[src/rtl/axi4_split_pkg.sv]
// axi4_split_pkg: burst-type constants, FSM state and next-beat address helper for the read burst splitter
package axi4_split_pkg;

    localparam logic [1:0] BURST_FIXED = 2'd0;
    localparam logic [1:0] BURST_INCR  = 2'd1;
    localparam logic [1:0] BURST_WRAP  = 2'd2;
    localparam logic [1:0] BURST_RSVD  = 2'd3;

    typedef enum logic [1:0] {S_IDLE, S_ISSUE, S_WAIT} state_t;

    // Computed at 64 bits; callers truncate to their address width, which gives modulo-2^ADDR_W wrap.
    // The reserved burst type falls through to the INCR arm.
    function automatic logic [63:0] next_addr(
        input logic [63:0] addr,
        input logic [7:0]  len,
        input logic [2:0]  size,
        input logic [1:0]  burst
    );
        logic [63:0] step;
        logic [63:0] mask;
        step = 64'd1 << size;
        mask = ((64'(len) + 64'd1) << size) - 64'd1;
        return burst == BURST_FIXED ? addr :
               burst == BURST_WRAP  ? (addr & ~mask) | ((addr + step) & mask) :
                                      addr + step;
    endfunction

endpackage

[src/rtl/axi4_rd_burst_splitter_if.sv]
// axi4_rd_burst_splitter_if: upstream burst read channel and downstream single-beat read channel
interface axi4_rd_burst_splitter_if #(
    parameter int ADDR_W = 32,
    parameter int DATA_W = 32,
    parameter int ID_W   = 12
);
    logic              s_ar_valid;
    logic              s_ar_ready;
    logic [ADDR_W-1:0] s_ar_addr;
    logic [ID_W-1:0]   s_ar_id;
    logic [7:0]        s_ar_len;
    logic [2:0]        s_ar_size;
    logic [1:0]        s_ar_burst;
    logic              s_r_valid;
    logic              s_r_ready;
    logic [DATA_W-1:0] s_r_data;
    logic [ID_W-1:0]   s_r_id;
    logic              s_r_last;
    logic [1:0]        s_r_resp;
    logic              m_ar_valid;
    logic              m_ar_ready;
    logic [ADDR_W-1:0] m_ar_addr;
    logic [2:0]        m_ar_size;
    logic              m_r_valid;
    logic              m_r_ready;
    logic [DATA_W-1:0] m_r_data;
    logic [1:0]        m_r_resp;

    modport slave (
        input  s_ar_valid, s_ar_addr, s_ar_id, s_ar_len, s_ar_size, s_ar_burst, s_r_ready,
        input  m_ar_ready, m_r_valid, m_r_data, m_r_resp,
        output s_ar_ready, s_r_valid, s_r_data, s_r_id, s_r_last, s_r_resp,
        output m_ar_valid, m_ar_addr, m_ar_size, m_r_ready
    );

    modport master (
        output s_ar_valid, s_ar_addr, s_ar_id, s_ar_len, s_ar_size, s_ar_burst, s_r_ready,
        output m_ar_ready, m_r_valid, m_r_data, m_r_resp,
        input  s_ar_ready, s_r_valid, s_r_data, s_r_id, s_r_last, s_r_resp,
        input  m_ar_valid, m_ar_addr, m_ar_size, m_r_ready
    );

endinterface

[src/rtl/axi4_rd_burst_splitter.sv]
// axi4_rd_burst_splitter: turns one AXI4 read burst into a sequence of single-beat downstream reads
module axi4_rd_burst_splitter
    import axi4_split_pkg::*;
#(
    parameter int ADDR_W = 32,
    parameter int DATA_W = 32,
    parameter int ID_W   = 12
) (
    input logic clk,
    input logic reset,
    axi4_rd_burst_splitter_if.slave bus
);

    state_t            r_state;
    logic [ADDR_W-1:0] r_addr;
    logic [ID_W-1:0]   r_id;
    logic [7:0]        r_len;
    logic [2:0]        r_size;
    logic [1:0]        r_burst;
    logic [7:0]        r_cnt;
    logic              r_s_ar_ready;
    logic              r_m_ar_valid;
    logic              w_wait;
    logic              w_last;
    logic              w_beat;
    logic [ADDR_W-1:0] w_next;
    logic [DATA_W-1:0] w_r_data;

    assign w_wait   = r_state == S_WAIT;
    assign w_last   = r_cnt == r_len;
    assign w_beat   = w_wait && bus.m_r_valid && bus.s_r_ready;
    assign w_next   = ADDR_W'(next_addr(64'(r_addr), r_len, r_size, r_burst));
    assign w_r_data = bus.m_r_data;

    assign bus.s_ar_ready = r_s_ar_ready;
    assign bus.m_ar_valid = r_m_ar_valid;
    assign bus.m_ar_addr  = r_addr;
    assign bus.m_ar_size  = r_size;
    assign bus.s_r_valid  = w_wait && bus.m_r_valid;
    assign bus.m_r_ready  = w_wait && bus.s_r_ready;
    assign bus.s_r_data   = w_r_data;
    assign bus.s_r_resp   = bus.m_r_resp;
    assign bus.s_r_id     = r_id;
    assign bus.s_r_last   = w_wait && w_last;

    // Burst sequencer: accept a burst, then alternate request/response once per beat
    always_ff @(posedge clk) begin
        if (reset) begin
            r_state      <= S_IDLE;
            r_addr       <= '0;
            r_id         <= '0;
            r_len        <= '0;
            r_size       <= '0;
            r_burst      <= '0;
            r_cnt        <= '0;
            r_s_ar_ready <= 1'b1;
            r_m_ar_valid <= 1'b0;
        end else begin
            case (r_state)
                S_IDLE: if (bus.s_ar_valid) begin
                    r_addr       <= bus.s_ar_addr;
                    r_id         <= bus.s_ar_id;
                    r_len        <= bus.s_ar_len;
                    r_size       <= bus.s_ar_size;
                    r_burst      <= bus.s_ar_burst;
                    r_cnt        <= '0;
                    r_s_ar_ready <= 1'b0;
                    r_m_ar_valid <= 1'b1;
                    r_state      <= S_ISSUE;
                end
                S_ISSUE: if (bus.m_ar_ready) begin
                    r_m_ar_valid <= 1'b0;
                    r_state      <= S_WAIT;
                end
                S_WAIT: if (w_beat) begin
                    if (w_last) begin
                        r_s_ar_ready <= 1'b1;
                        r_state      <= S_IDLE;
                    end else begin
                        r_cnt        <= r_cnt + 8'd1;
                        r_addr       <= w_next;
                        r_m_ar_valid <= 1'b1;
                        r_state      <= S_ISSUE;
                    end
                end
                default: r_state <= S_IDLE;
            endcase
        end
    end

endmodule
[src/flat_wrapper.sv]
// flat-port wrapper written by rule: the top's interface ports become plain ports
module axi4_rd_burst_splitter_flat import axi4_split_pkg::*;
#(
    parameter int ADDR_W = 32,
    parameter int DATA_W = 32,
    parameter int ID_W   = 12
)
  (clk, reset, bus_s_ar_valid, bus_s_ar_addr, bus_s_ar_id, bus_s_ar_len, bus_s_ar_size, bus_s_ar_burst, bus_s_r_ready, bus_m_ar_ready, bus_m_r_valid, bus_m_r_data, bus_m_r_resp, bus_s_ar_ready, bus_s_r_valid, bus_s_r_data, bus_s_r_id, bus_s_r_last, bus_s_r_resp, bus_m_ar_valid, bus_m_ar_addr, bus_m_ar_size, bus_m_r_ready);
  axi4_rd_burst_splitter_if #(.ADDR_W(ADDR_W), .DATA_W(DATA_W), .ID_W(ID_W)) bus_i ();
  input logic clk;
  input logic reset;
  input wire logic [$bits(bus_i.s_ar_valid)-1:0] bus_s_ar_valid;
  input wire logic [$bits(bus_i.s_ar_addr)-1:0] bus_s_ar_addr;
  input wire logic [$bits(bus_i.s_ar_id)-1:0] bus_s_ar_id;
  input wire logic [$bits(bus_i.s_ar_len)-1:0] bus_s_ar_len;
  input wire logic [$bits(bus_i.s_ar_size)-1:0] bus_s_ar_size;
  input wire logic [$bits(bus_i.s_ar_burst)-1:0] bus_s_ar_burst;
  input wire logic [$bits(bus_i.s_r_ready)-1:0] bus_s_r_ready;
  input wire logic [$bits(bus_i.m_ar_ready)-1:0] bus_m_ar_ready;
  input wire logic [$bits(bus_i.m_r_valid)-1:0] bus_m_r_valid;
  input wire logic [$bits(bus_i.m_r_data)-1:0] bus_m_r_data;
  input wire logic [$bits(bus_i.m_r_resp)-1:0] bus_m_r_resp;
  output wire logic [$bits(bus_i.s_ar_ready)-1:0] bus_s_ar_ready;
  output wire logic [$bits(bus_i.s_r_valid)-1:0] bus_s_r_valid;
  output wire logic [$bits(bus_i.s_r_data)-1:0] bus_s_r_data;
  output wire logic [$bits(bus_i.s_r_id)-1:0] bus_s_r_id;
  output wire logic [$bits(bus_i.s_r_last)-1:0] bus_s_r_last;
  output wire logic [$bits(bus_i.s_r_resp)-1:0] bus_s_r_resp;
  output wire logic [$bits(bus_i.m_ar_valid)-1:0] bus_m_ar_valid;
  output wire logic [$bits(bus_i.m_ar_addr)-1:0] bus_m_ar_addr;
  output wire logic [$bits(bus_i.m_ar_size)-1:0] bus_m_ar_size;
  output wire logic [$bits(bus_i.m_r_ready)-1:0] bus_m_r_ready;
  assign bus_i.s_ar_valid = bus_s_ar_valid;
  assign bus_i.s_ar_addr = bus_s_ar_addr;
  assign bus_i.s_ar_id = bus_s_ar_id;
  assign bus_i.s_ar_len = bus_s_ar_len;
  assign bus_i.s_ar_size = bus_s_ar_size;
  assign bus_i.s_ar_burst = bus_s_ar_burst;
  assign bus_i.s_r_ready = bus_s_r_ready;
  assign bus_i.m_ar_ready = bus_m_ar_ready;
  assign bus_i.m_r_valid = bus_m_r_valid;
  assign bus_i.m_r_data = bus_m_r_data;
  assign bus_i.m_r_resp = bus_m_r_resp;
  assign bus_s_ar_ready = bus_i.s_ar_ready;
  assign bus_s_r_valid = bus_i.s_r_valid;
  assign bus_s_r_data = bus_i.s_r_data;
  assign bus_s_r_id = bus_i.s_r_id;
  assign bus_s_r_last = bus_i.s_r_last;
  assign bus_s_r_resp = bus_i.s_r_resp;
  assign bus_m_ar_valid = bus_i.m_ar_valid;
  assign bus_m_ar_addr = bus_i.m_ar_addr;
  assign bus_m_ar_size = bus_i.m_ar_size;
  assign bus_m_r_ready = bus_i.m_r_ready;
  axi4_rd_burst_splitter #(.ADDR_W(ADDR_W), .DATA_W(DATA_W), .ID_W(ID_W)) u_core (.clk(clk), .reset(reset), .bus(bus_i));
endmodule
[config.mk]
export PLATFORM = sky130hd
export DESIGN_NAME = axi4_rd_burst_splitter_flat
export DESIGN_NICKNAME = d
export VERILOG_FILES = /design/src/rtl/axi4_split_pkg.sv /design/src/rtl/axi4_rd_burst_splitter_if.sv /design/src/rtl/axi4_rd_burst_splitter.sv /design/src/flat_wrapper.sv
export SDC_FILE = /design/constraint.sdc
export NUM_CORES = 1
export LEC_CHECK = 0
export CORE_ASPECT_RATIO = 0.9
export CORE_MARGIN = 1
export CORE_UTILIZATION = 47
export DETAILED_ROUTE_END_ITERATION = 12
export GPL_TIMING_DRIVEN = 1
export PLACE_DENSITY = 0.93
export SLEW_MARGIN = 20
export SYNTH_ARGS = -nofsm -noshare
export SYNTH_HDL_FRONTEND = slang
export SYNTH_SLANG_ARGS = --single-unit
[constraint.sdc]
create_clock -name clk -period 4.3 [get_ports clk]
set_input_delay 0.43 -clock clk [delete_from_list [all_inputs] [get_ports clk]]
set_output_delay 0.43 -clock clk [all_outputs]
set_load 0.01 [all_outputs]
==> flow_metrics.py <==
metrics = {
    "floorplan": {
        "core_area_um2": 11400,
        "rows": 37,
        "start_util_pct": 48.2,
        "io_pins": 183,
        "die-area_um2": 12200,
        "die_y_um": 105,
        "die_w_um": 116,
    },
    "synth": {
        "synthesis.nets": 845,
        "synth_area_um2": 5510,
        "netlist_instances": 735,
        "synth_area_leaders": "dfxtp_1 25%, nand2_1 7.2%, a21oi_1 6.7%, buf_4 5.9%, nor2_1 4.4%",
        "synth_top_area_cell": "dfxtp_1",
        "synth_edf_count": 0,
        "async_reset_ff_share_pct": 0,
        "synth-seq-cells": 69,
        "synth_top_area_share_pct": 25.1,
        "syn_avg_cell_area_um2": 7.49,
        "synth-main-ff-cell": "dfxtp_1",
        "yosys_warnings": 0,
        "ys_seq_area_share_pct": 25.1,
        "synthDistinctLibCells": 89,
    },
    "worst_setup_path": {
        "cp.arrival_ns": 4.01,
        "slowest_stage": "a2111oi_4",
        "worstPathCellList": "ha_1, and3_2, a31oi_1, o21ai_1, nand4_4, a2111oi_4, nand3_1, nor3_1, ha_1, or3_1, a21oi_1, a2111oi_1",
        "setup.worst_path.class": "reg -> reg",
        "cp_num_buf_inv": 0,
        "crit_required_ns": 4.54,
        "critPathMaxFanout": 12,
        "critPathTopFamily": "compound AO/OA/AOI/OAI gates",
        "slowest_delay_ns": 0.60,
        "crit_path_end_kind": "flop",
        "critPathMostFrequentCell": "ha_1",
        "cp-start-kind": "flop",
    },
    "grt": {
        "grt_usage_pct": 26.5,
        "grt-ovfl-total": 0,
        "grt_max_degree": 50,
        "grt_pass1_vias": 5367,
        "gr-usage-met2_pct": 42.6,
        "grt_use_met3_pct": 5.68,
        "busiest_layer": "met2",
        "grt_antenna_before_repair": 0,
        "grt_pass1_wl_mm": 25.9,
        "grtUsageMet1_pct": 33.9,
    },
    "sta": {
        "rsz0062_at_grt": "no",
        "finalWorstSetupSlack_ns": 0.530,
        "clock_skew_ns": 0.0107,
        "fin_crit_sh_pct": 87.7,
        "finalSetupTns_ns": 0,
        "fmax_mhz": 265,
        "finalMaxSlewViolations": 0,
        "hold_ws_ns": 0.453,
        "tightestPinTransition_ns": 0.810,
        "hold_viol": 0,
        "setup_viol": 0,
        "layout_min_cycle_time_ns": 3.77,
        "maxSlewHeadroom_pct": 45.8,
    },
    "clocking": {
        "cts_hold_buf": 0,
        "root_buffer": "clkbuf_16",
        "tritoncts": "yes",
        "cts.path.max_buffers": 2,
        "insertion_delay_ns": 0.35,
        "cts.sinks": 69,
        "clk_pin_slew_ns": 0.07,
        "cts_buffers": 9,
        "post_cts_buffers": 0,
        "cts_resized": 0,
        "htreeDepth": 3,
    },
    "placement": {
        "place_hpwl_mm": 11.1,
        "postPlaceCellArea_um2": 6400,
        "gp_congestion": 0.926,
        "port_buffers": 114,
        "dp_slack_ns": 0.567,
    },
    "drt": {
        "num_vias": 5808,
        "initialDrtViolationCount": 493,
        "totalWireLength_mm": 15.6,
        "wl_per_cell_um": 16.5,
        "first_pass_iters": 5,
        "ant_nets": 0,
        "post_drt_via_cell_ratio": 6.13,
        "drc": 0,
    },
    "cells_and_area": {
        "final_common_cell": "clkdlybuf4s50_1",
        "antenna_cells": 0,
        "layout-drive-gt1-share_pct": 8.21,
        "final_cell_mix": "113 x clkdlybuf4s50_1, 105 x nand2_1, 74 x a21oi_1",
        "fin_area_um2": 6700,
        "nets": 897,
        "area_delta_synth_final_pct": 21.7,
    },
    "worst_hold_path": {
        "hp-class": "reg -> reg",
    },
    "power": {
        "leakage_nw": 2.38,
        "pwr_density_cell_nw_per_um2": 319,
        "irDropWorstVdd_uv": 218,
        "finalPower_mw": 2.14,
    },
    "outcome": {
        "outcome": "complete, no violations",
    },
    "flow_run": {
        "drv_cap": 0,
    },
}
==> path summary, 6_finish.rpt <==
| check | from | end | slack, ns | cells after the start |
|---|---|---|---|---|
| worst max-delay path | u_core.r_len[1] | flop | 0.53 | 12 |
| worst min-delay path | u_core.bus.s_r_id[6] | u_core.bus.s_r_id[6] | 0.45 | 2 |
| worst max register to register | u_core.r_len[1] | flop | 0.53 | 12 |
| worst min register to register | u_core.bus.s_r_id[6] | u_core.bus.s_r_id[6] | 0.45 | 2 |
==> per-stage QoR <==
stage	utilization, %	std cells
finish	58.6	948
floorplan	-	735
global placement	55.9	932
global route	58.6	948
detailed placement	55.9	932
CTS	58.6	948
==> layout make-up <==
class	instances	area, um^2
clock buffer	9	225
sequential	69	1380
fill	1018	4730
clock inverter	7	82.6
multi-input combinational	566	3540
tap	156	195
inverter	16	60.1
timing repair buffer	125	1220
==> worst min-delay path: stages (launching register included) <==
cell and delay (ns):
dfxtp_1 0.31, nand2_1 0.05, a21oi_1 0.05
==> power breakdown <==
group / total [mW] / switching (mW) / internal [mW]
clock network: 0.800 / 0.343 / 0.458
logic: 0.580 / 0.304 / 0.276
registers: 0.756 / 0.0674 / 0.689
==> synthesized netlist by cell type (8+ instances only) <==
master	n
nand2_1	105
a21oi_1	74
dfxtp_1	69
nor2_1	65
buf_4	43
o21ai_0	25
clkbuf_1	24
nand3_1	22
xnor2_1	20
nor3_1	19
inv_1	16
a211oi_1	14
xor2_1	13
ha_1	12
nand4_1	12
and3_1	11
nand2b_1	11
a31oi_1	10
buf_2	10
o211ai_1	10
nor2b_1	9
and2_1	8
==> kinds of logic (layout without fill, tap and decap cells) <==
family / Yosys count / after routing / synth area share (%)
xor+xnor: 33 / 33 / 5.25
mux: 3 / 3 / 0.591
buf+inv: 100 / 157 / 10.7
compound gates: 217 / 217 / 28.2
fa+ha+maj: 13 / 13 / 3.09
flops: 69 / 69 / 25.1
simple gates: 300 / 300 / 27.2
==> routing by layer <==
metal  share of wire, %  routed length, um  vias to the layer above
met5                  0                  0                        -
met4                2.8                439                        0
met3                8.7               1370                       53
met2                 47               7380                      293
met1                 41               6440                     2719
li1                   -                  -                     2743
No activity file was read; power rests on OpenSTA's default activity.
